==> src/rtl/apb_slave_regbank.sv <==
// rtl/apb_slave_regbank.sv - APB completer: DEPTH x 32-bit register bank with fixed wait states
// and saturating read/write transfer counters.
module apb_slave_regbank #(
  parameter int          DEPTH       = 16,
  parameter logic [31:0] BASE_ADDR   = 32'h1000_0000,
  parameter int          WAIT_CYCLES = 2,
  parameter logic [31:0] OOR_RDATA   = 32'h0000_0000
) (
  input  logic        clk,
  input  logic        rst,
  input  logic        psel,
  input  logic        penable,
  input  logic        pwrite,
  input  logic [31:0] paddr,
  input  logic [31:0] pwdata,
  output logic [31:0] prdata,
  output logic        pready,
  output logic [15:0] wr_count,
  output logic [15:0] rd_count
);

  localparam int AW = $clog2(DEPTH);

  typedef enum logic [1:0] {S_IDLE, S_WAIT, S_READY} state_t;

  state_t      state, state_nxt;
  logic [3:0]  cnt, cnt_nxt;
  logic        pready_nxt;
  logic        latch, load_rd, complete;
  logic [31:0] addr_q, wdata_q;
  logic        write_q;
  logic [31:0] bank [DEPTH];
  logic [31:0] look_addr;
  logic        hit;
  logic [AW-1:0] idx;

  // With zero wait states read data is loaded on the setup edge, before addr_q holds the address.
  assign look_addr = (state == S_IDLE) ? paddr : addr_q;
  assign hit = ({1'b0, look_addr} >= {1'b0, BASE_ADDR}) &&
               ({1'b0, look_addr} <  ({1'b0, BASE_ADDR} + 33'(4 * DEPTH)));
  assign idx = look_addr[2 +: AW];

  always_comb begin
    state_nxt  = state;
    cnt_nxt    = cnt;
    pready_nxt = pready;
    latch      = 1'b0;
    load_rd    = 1'b0;
    complete   = 1'b0;
    case (state)
      S_IDLE: begin
        if (psel && !penable) begin
          latch   = 1'b1;
          cnt_nxt = 4'(WAIT_CYCLES);
          if (WAIT_CYCLES == 0) begin
            state_nxt  = S_READY;
            pready_nxt = 1'b1;
            load_rd    = !pwrite;
          end else begin
            state_nxt = S_WAIT;
          end
        end
      end
      S_WAIT: begin
        if (!psel) begin
          state_nxt  = S_IDLE;
          pready_nxt = 1'b0;
        end else if (penable) begin
          cnt_nxt = cnt - 4'd1;
          if (cnt == 4'd1) begin
            state_nxt  = S_READY;
            pready_nxt = 1'b1;
            load_rd    = !write_q;
          end
        end
      end
      S_READY: begin
        if (!psel) begin
          state_nxt  = S_IDLE;
          pready_nxt = 1'b0;
        end else if (penable && pready) begin
          complete   = 1'b1;
          state_nxt  = S_IDLE;
          pready_nxt = 1'b0;
        end
      end
      default: begin
        state_nxt  = S_IDLE;
        pready_nxt = 1'b0;
      end
    endcase
  end

  always_ff @(posedge clk) begin
    if (rst) begin
      state    <= S_IDLE;
      cnt      <= 4'd0;
      pready   <= 1'b0;
      prdata   <= 32'h0;
      wr_count <= 16'h0;
      rd_count <= 16'h0;
      addr_q   <= 32'h0;
      wdata_q  <= 32'h0;
      write_q  <= 1'b0;
      for (int i = 0; i < DEPTH; i++) bank[i] <= 32'h0;
    end else begin
      state  <= state_nxt;
      cnt    <= cnt_nxt;
      pready <= pready_nxt;
      if (latch) begin
        addr_q  <= paddr;
        wdata_q <= pwdata;
        write_q <= pwrite;
      end
      if (load_rd) prdata <= hit ? bank[idx] : OOR_RDATA;
      if (complete) begin
        if (write_q) begin
          if (hit) begin
            bank[idx] <= wdata_q;
            if (wr_count != 16'hFFFF) wr_count <= wr_count + 16'd1;
          end
        end else if (rd_count != 16'hFFFF) begin
          rd_count <= rd_count + 16'd1;
        end
      end
    end
  end

endmodule

==> config.mk <==
export PLATFORM = sky130hd
export DESIGN_NAME = apb_slave_regbank
export DESIGN_NICKNAME = d
export VERILOG_FILES = /design/src/rtl/apb_slave_regbank.sv
export SDC_FILE = /design/constraint.sdc
export NUM_CORES = 1
export LEC_CHECK = 0
export ABC_CLOCK_PERIOD_IN_PS = 4750
export BUFFER_PORTS_ARGS = -buffer_cell sky130_fd_sc_hd__buf_4
export CAP_MARGIN = 10
export CORE_ASPECT_RATIO = 1.2
export CORE_MARGIN = 2
export CORE_UTILIZATION = 50
export CTS_CLUSTER_SIZE = 20
export DETAILED_ROUTE_END_ITERATION = 6
export PLACE_DENSITY_LB_ADDON = 0.25
export SYNTH_ARGS = -nofsm -noshare
export SYNTH_HDL_FRONTEND = slang
export SYNTH_SLANG_ARGS = --single-unit
export TNS_END_PERCENT = 50
==> constraint.sdc <==
create_clock -name clk -period 4.75 [get_ports clk]
set_input_delay 0.2375 -clock clk [delete_from_list [all_inputs] [get_ports clk]]
set_output_delay 0.2375 -clock clk [all_outputs]
set_load 0.02 [all_outputs]
==> impl_results.rst <==
.. list-table::
   :header-rows: 1

   * - Metric
     - Value
   * - Result of the run
     - finished clean
   * - Library cell contributing the largest single delay on the critical path
     - sky130_fd_sc_hd__buf_4
   * - Number of sinks handled by clock tree synthesis
     - about 650
   * - Most instantiated flip-flop cell in the synthesis netlist
     - sky130_fd_sc_hd__edfxtp_1
   * - Die Area
     - 57800 sq um
   * - Number of violations reported at the end of detailed-routing iteration 0
     - ~2200
   * - Maximum ir drop on the vdd rail
     - around 0.00033 V
   * - Series of cell instances along the critical path
     - nor2_2 > mux2_8 > buf_4 > buf_4 > mux2i_1 > a32o_1 > a221oi_1 > a32o_1
   * - Die Wd
     - ~220 um
   * - Hold Path Origin
     - penable
   * - Startpoint of the most critical setup path
     - state[0]
   * - Number of buffers inserted by port buffering
     - 131
   * - Clk pin slew, worst setup/hold paths
     - ~0.06 ns
   * - GRT Overall Usage
     - 0.276
   * - Detail-routed net length per standard cell
     - approximately 24 um
   * - Number of H-tree levels
     - 2
   * - Largest net degree at the start of global routing
     - roughly 120
   * - RSZ-0062 raised after global routing
     - no
   * - Count of max-cap constraint violations
     - 0
   * - Worst path arrival time
     - ~4.5 ns
   * - Worst setup path class
     - reg2reg
   * - Die Height
     - roughly 260 um
   * - Cell area after technology mapping
     - about 28000 sq um
   * - Sequential cell area fraction in the yosys report
     - 0.646
   * - Count of endpoints failing setup in the final report
     - 0
   * - Number of standard cells in the final layout excluding fillers
     - ~3400
   * - Tcrit/Tclk final
     - 0.827
   * - Final critical-path required period
     - roughly 3.9 ns
   * - First-pass iteration count of the detailed router
     - 6
   * - Number of ports placed on the die boundary
     - between 100 and 150
   * - Pwr per Cell Area
     - between 300 and 400 nW/um^2
   * - Net count after synthesis
     - around 2500
   * - Most frequent standard cell in the layout excluding fill and tap cells
     - sky130_fd_sc_hd__nor2_1
   * - Number of nets still failing antenna checks after routing
     - 0
   * - Fraction of registers with async set or reset after synthesis
     - 0
   * - Fill cell count
     - about 4500
   * - Number of buffers on the longest clock path
     - 3
   * - Rows
     - between 90 and 100
   * - Required time at the worst-slack endpoint
     - roughly 5.3 ns
   * - Total of warnings raised by yosys
     - 0
   * - Final weighted congestion in routability-driven placement
     - 0.796
   * - Area growth from synthesis to layout
     - 15.0%
   * - Inserted Diodes
     - 0
   * - Kind of launch point of the worst setup path
     - flip-flop
   * - Max-slew headroom
     - 0.206
   * - Top Family by Delay on Critical Path
     - buffers and inverters
   * - Maximum cell stage delay along the critical path
     - 0.81 ns
   * - Resize count post-CTS
     - 0
   * - Library cells used by synthesis
     - 60
   * - Initial Utilization
     - 0.508
   * - Initial antenna violation count
     - 1
   * - Worst hold path type
     - in2reg
   * - Launch instance of the worst register-to-register path
     - state[0]
   * - Slew @ Worst Pin
     - between 1 and 1.5 ns
   * - Highest-count cells in the layout ignoring fill and taps
     - sky130_fd_sc_hd__nor2_1 (533), sky130_fd_sc_hd__edfxtp_1 (512), sky130_fd_sc_hd__nand2_1 (489), sky130_fd_sc_hd__buf_4 (181), sky130_fd_sc_hd__mux2i_1 (145)
   * - CTS Root Buffer Type
     - sky130_fd_sc_hd__clkbuf_16
   * - Fmax
     - ~250 MHz
   * - Total of flip-flops plus latches after synthesis
     - between 600 and 700
   * - Count of flip-flops with a built-in enable after synthesis
     - 512
   * - Final Max Tran Viols
     - 0
   * - Core region area
     - 55000 sq um
   * - Total half-perimeter wirelength after legalization and detailed placement
     - approximately 44000 um
   * - Layout Nets
     - approximately 2700
   * - Critical path buffers and inverters
     - 2
   * - Final wirelength
     - about 80000 um
   * - Share of layout cells above drive strength 1
     - 0.133
   * - Vias/cell
     - 6.03
   * - Total gr overflow
     - 0
   * - CTS tree
     - yes
   * - Placed cell count
     - 3201
   * - Wire length of the first global-routing pass
     - 120000 um
   * - Max Clock Skew
     - approximately 0.018 ns
   * - CP endpoint kind
     - flip-flop
   * - Vias after detailed routing
     - 20400
   * - Final sum of negative setup slack
     - 0 ns
   * - Number of global-route vias before repair
     - 20400
   * - Post-Synthesis Cells
     - ~2500
   * - Final-report hold violation count
     - 0
   * - TritonCTS Buffers
     - around 60
   * - Clock latency on the worst-skew pair
     - between 0.6 and 0.7 ns
   * - Post-route DRC violation count
     - 0
   * - Leak Pwr
     - between 0.01 and 0.015 uW
   * - Synth Area per Inst
     - 11.3 sq um
   * - Largest driver fanout on the critical path
     - 53
-- where the power goes --
group | switching, uW | internal, uW | total, uW
logic | 593 | 290 | 883
clock network | 2080 | 2830 | 4910
registers | 78.7 | 6250 | 6330
total | 2760 | 9370 | 12100
-- registers in the layout (all words and copies together), names as in the netlist --
name	cells
cnt	4
state	2
bank	512
addr_q	30
wr_count	16
prdata	32
rd_count	16
pready	1
wdata_q	32
write_q	1
-- per-stage QoR --
step / worst slack, ns / hold slack, ns / util / total power, uW / instance area, sq um
floorplan: 0.951 / 0.373 / - / 6910 / 27900
global placement: 0.917 / 0.437 / 0.536 / 7260 / 29500
detailed placement: 0.847 / 0.442 / 0.536 / 7280 / 29500
CTS: 0.816 / 0.0385 / 0.584 / 12100 / 32100
finish: 0.822 / 0.0658 / 0.584 / 12100 / 32100
global route: 0.647 / 0.0547 / 0.584 / 12400 / 32100
-- worst register-to-register path: stages, from the launching register on --
cell,delay (ns)
sky130_fd_sc_hd__dfxtp_1,0.44
sky130_fd_sc_hd__nor2_2,0.46
sky130_fd_sc_hd__mux2_8,0.57
sky130_fd_sc_hd__buf_4,0.64
sky130_fd_sc_hd__buf_4,0.85
sky130_fd_sc_hd__mux2i_1,0.29
sky130_fd_sc_hd__a32o_1,0.21
sky130_fd_sc_hd__a221oi_1,0.07
sky130_fd_sc_hd__a32o_1,0.32
-- synth_stat cells (2+ instances only) --
| cell | instances | area share |
|---|---|---|
| sky130_fd_sc_hd__nor2_1 | 546 | 0.073 |
| sky130_fd_sc_hd__edfxtp_1 | 512 | 0.55 |
| sky130_fd_sc_hd__nand2_1 | 489 | 0.066 |
| sky130_fd_sc_hd__mux2i_1 | 146 | 0.052 |
| sky130_fd_sc_hd__dfxtp_1 | 134 | 0.096 |
| sky130_fd_sc_hd__clkbuf_1 | 87 | 0.012 |
| sky130_fd_sc_hd__a32oi_1 | 82 | 0.026 |
| sky130_fd_sc_hd__a21oi_1 | 80 | 0.014 |
| sky130_fd_sc_hd__buf_6 | 41 | 0.017 |
| sky130_fd_sc_hd__o21ai_0 | 32 | 0.0057 |
| sky130_fd_sc_hd__nand4_1 | 29 | 0.0065 |
| sky130_fd_sc_hd__buf_2 | 28 | 0.0050 |
| sky130_fd_sc_hd__a32o_1 | 26 | 0.0093 |
| sky130_fd_sc_hd__a221oi_1 | 21 | 0.0066 |
| sky130_fd_sc_hd__nor2_4 | 20 | 0.0081 |
| sky130_fd_sc_hd__nand3_1 | 19 | 0.0034 |
| sky130_fd_sc_hd__buf_4 | 15 | 0.0040 |
| sky130_fd_sc_hd__nor4_1 | 15 | 0.0034 |
| sky130_fd_sc_hd__or3_1 | 15 | 0.0034 |
| sky130_fd_sc_hd__mux2_2 | 13 | 0.0052 |
| sky130_fd_sc_hd__nor3_1 | 12 | 0.0021 |
| sky130_fd_sc_hd__o21bai_1 | 12 | 0.0032 |
| sky130_fd_sc_hd__and3_1 | 8 | 0.0018 |
| sky130_fd_sc_hd__xor2_1 | 8 | 0.0025 |
| sky130_fd_sc_hd__inv_1 | 7 | 0.00094 |
| sky130_fd_sc_hd__xnor2_1 | 7 | 0.0022 |
| sky130_fd_sc_hd__buf_1 | 6 | 0.00081 |
| sky130_fd_sc_hd__nor4b_1 | 5 | 0.0016 |
| sky130_fd_sc_hd__a22oi_1 | 4 | 0.0011 |
| sky130_fd_sc_hd__a31o_2 | 4 | 0.0013 |
| sky130_fd_sc_hd__ha_1 | 4 | 0.0018 |
| sky130_fd_sc_hd__nor2b_1 | 4 | 0.00090 |
| sky130_fd_sc_hd__o21ai_1 | 4 | 0.00072 |
| sky130_fd_sc_hd__a2111oi_0 | 3 | 0.00094 |
| sky130_fd_sc_hd__a221o_1 | 3 | 0.0011 |
| sky130_fd_sc_hd__a31oi_1 | 3 | 0.00067 |
| sky130_fd_sc_hd__and4_1 | 3 | 0.00094 |
| sky130_fd_sc_hd__a31oi_2 | 2 | 0.00090 |
| sky130_fd_sc_hd__and2_1 | 2 | 0.00045 |
| sky130_fd_sc_hd__buf_12 | 2 | 0.0014 |
| sky130_fd_sc_hd__or4_1 | 2 | 0.00054 |
-- repair_timing --
item / CTS / global route
hold buffers: 62 / 0
setup buffers: 0 / 0
endpoints found under the hold margin: 62 / 0
-- logic make-up (layout without fill, tap and decap cells) --
kind of cell | Yosys count | count (layout) | share of synthesized area
and+or+nand+nor | 1180 | 1180 | 0.175
DFF | 646 | 646 | 0.646
AOI/OAI and AO/OA | 282 | 282 | 0.0735
buffers and inverters | 187 | 368 | 0.0407
muxes | 160 | 160 | 0.0579
xor gates and xnor gates | 15 | 15 | 0.00470
adders and majority gates | 4 | 4 | 0.00179
-- layout make-up --
type / count / area, sq um / area share
inverters: 7 / 26.3 / 0.000818
flip-flops and latches: 646 / 18100 / 0.562
repair buffers: 249 / 2100 / 0.0653
clock buffers: 86 / 1720 / 0.0535
well taps: 720 / 901 / 0.0280
multi-input cells: 1641 / 9050 / 0.282
clock inverters: 26 / 272 / 0.00845
-- path summary, 6_finish.rpt --
path	depth (start not counted)	slack (ns)	to
max	8	0.82	prdata[3]
min	3	0.07	state[0]
max reg2reg	8	0.82	prdata[3]
min reg2reg	2	0.45	prdata[29]
-- routing by layer --
layer	wire length (um)	GRT usage
met3	7660	0.0490
met5	0	0
met2	39500	0.466
met1	30100	0.355
met4	2880	0.102
Power figures use the tool's default switching activity.
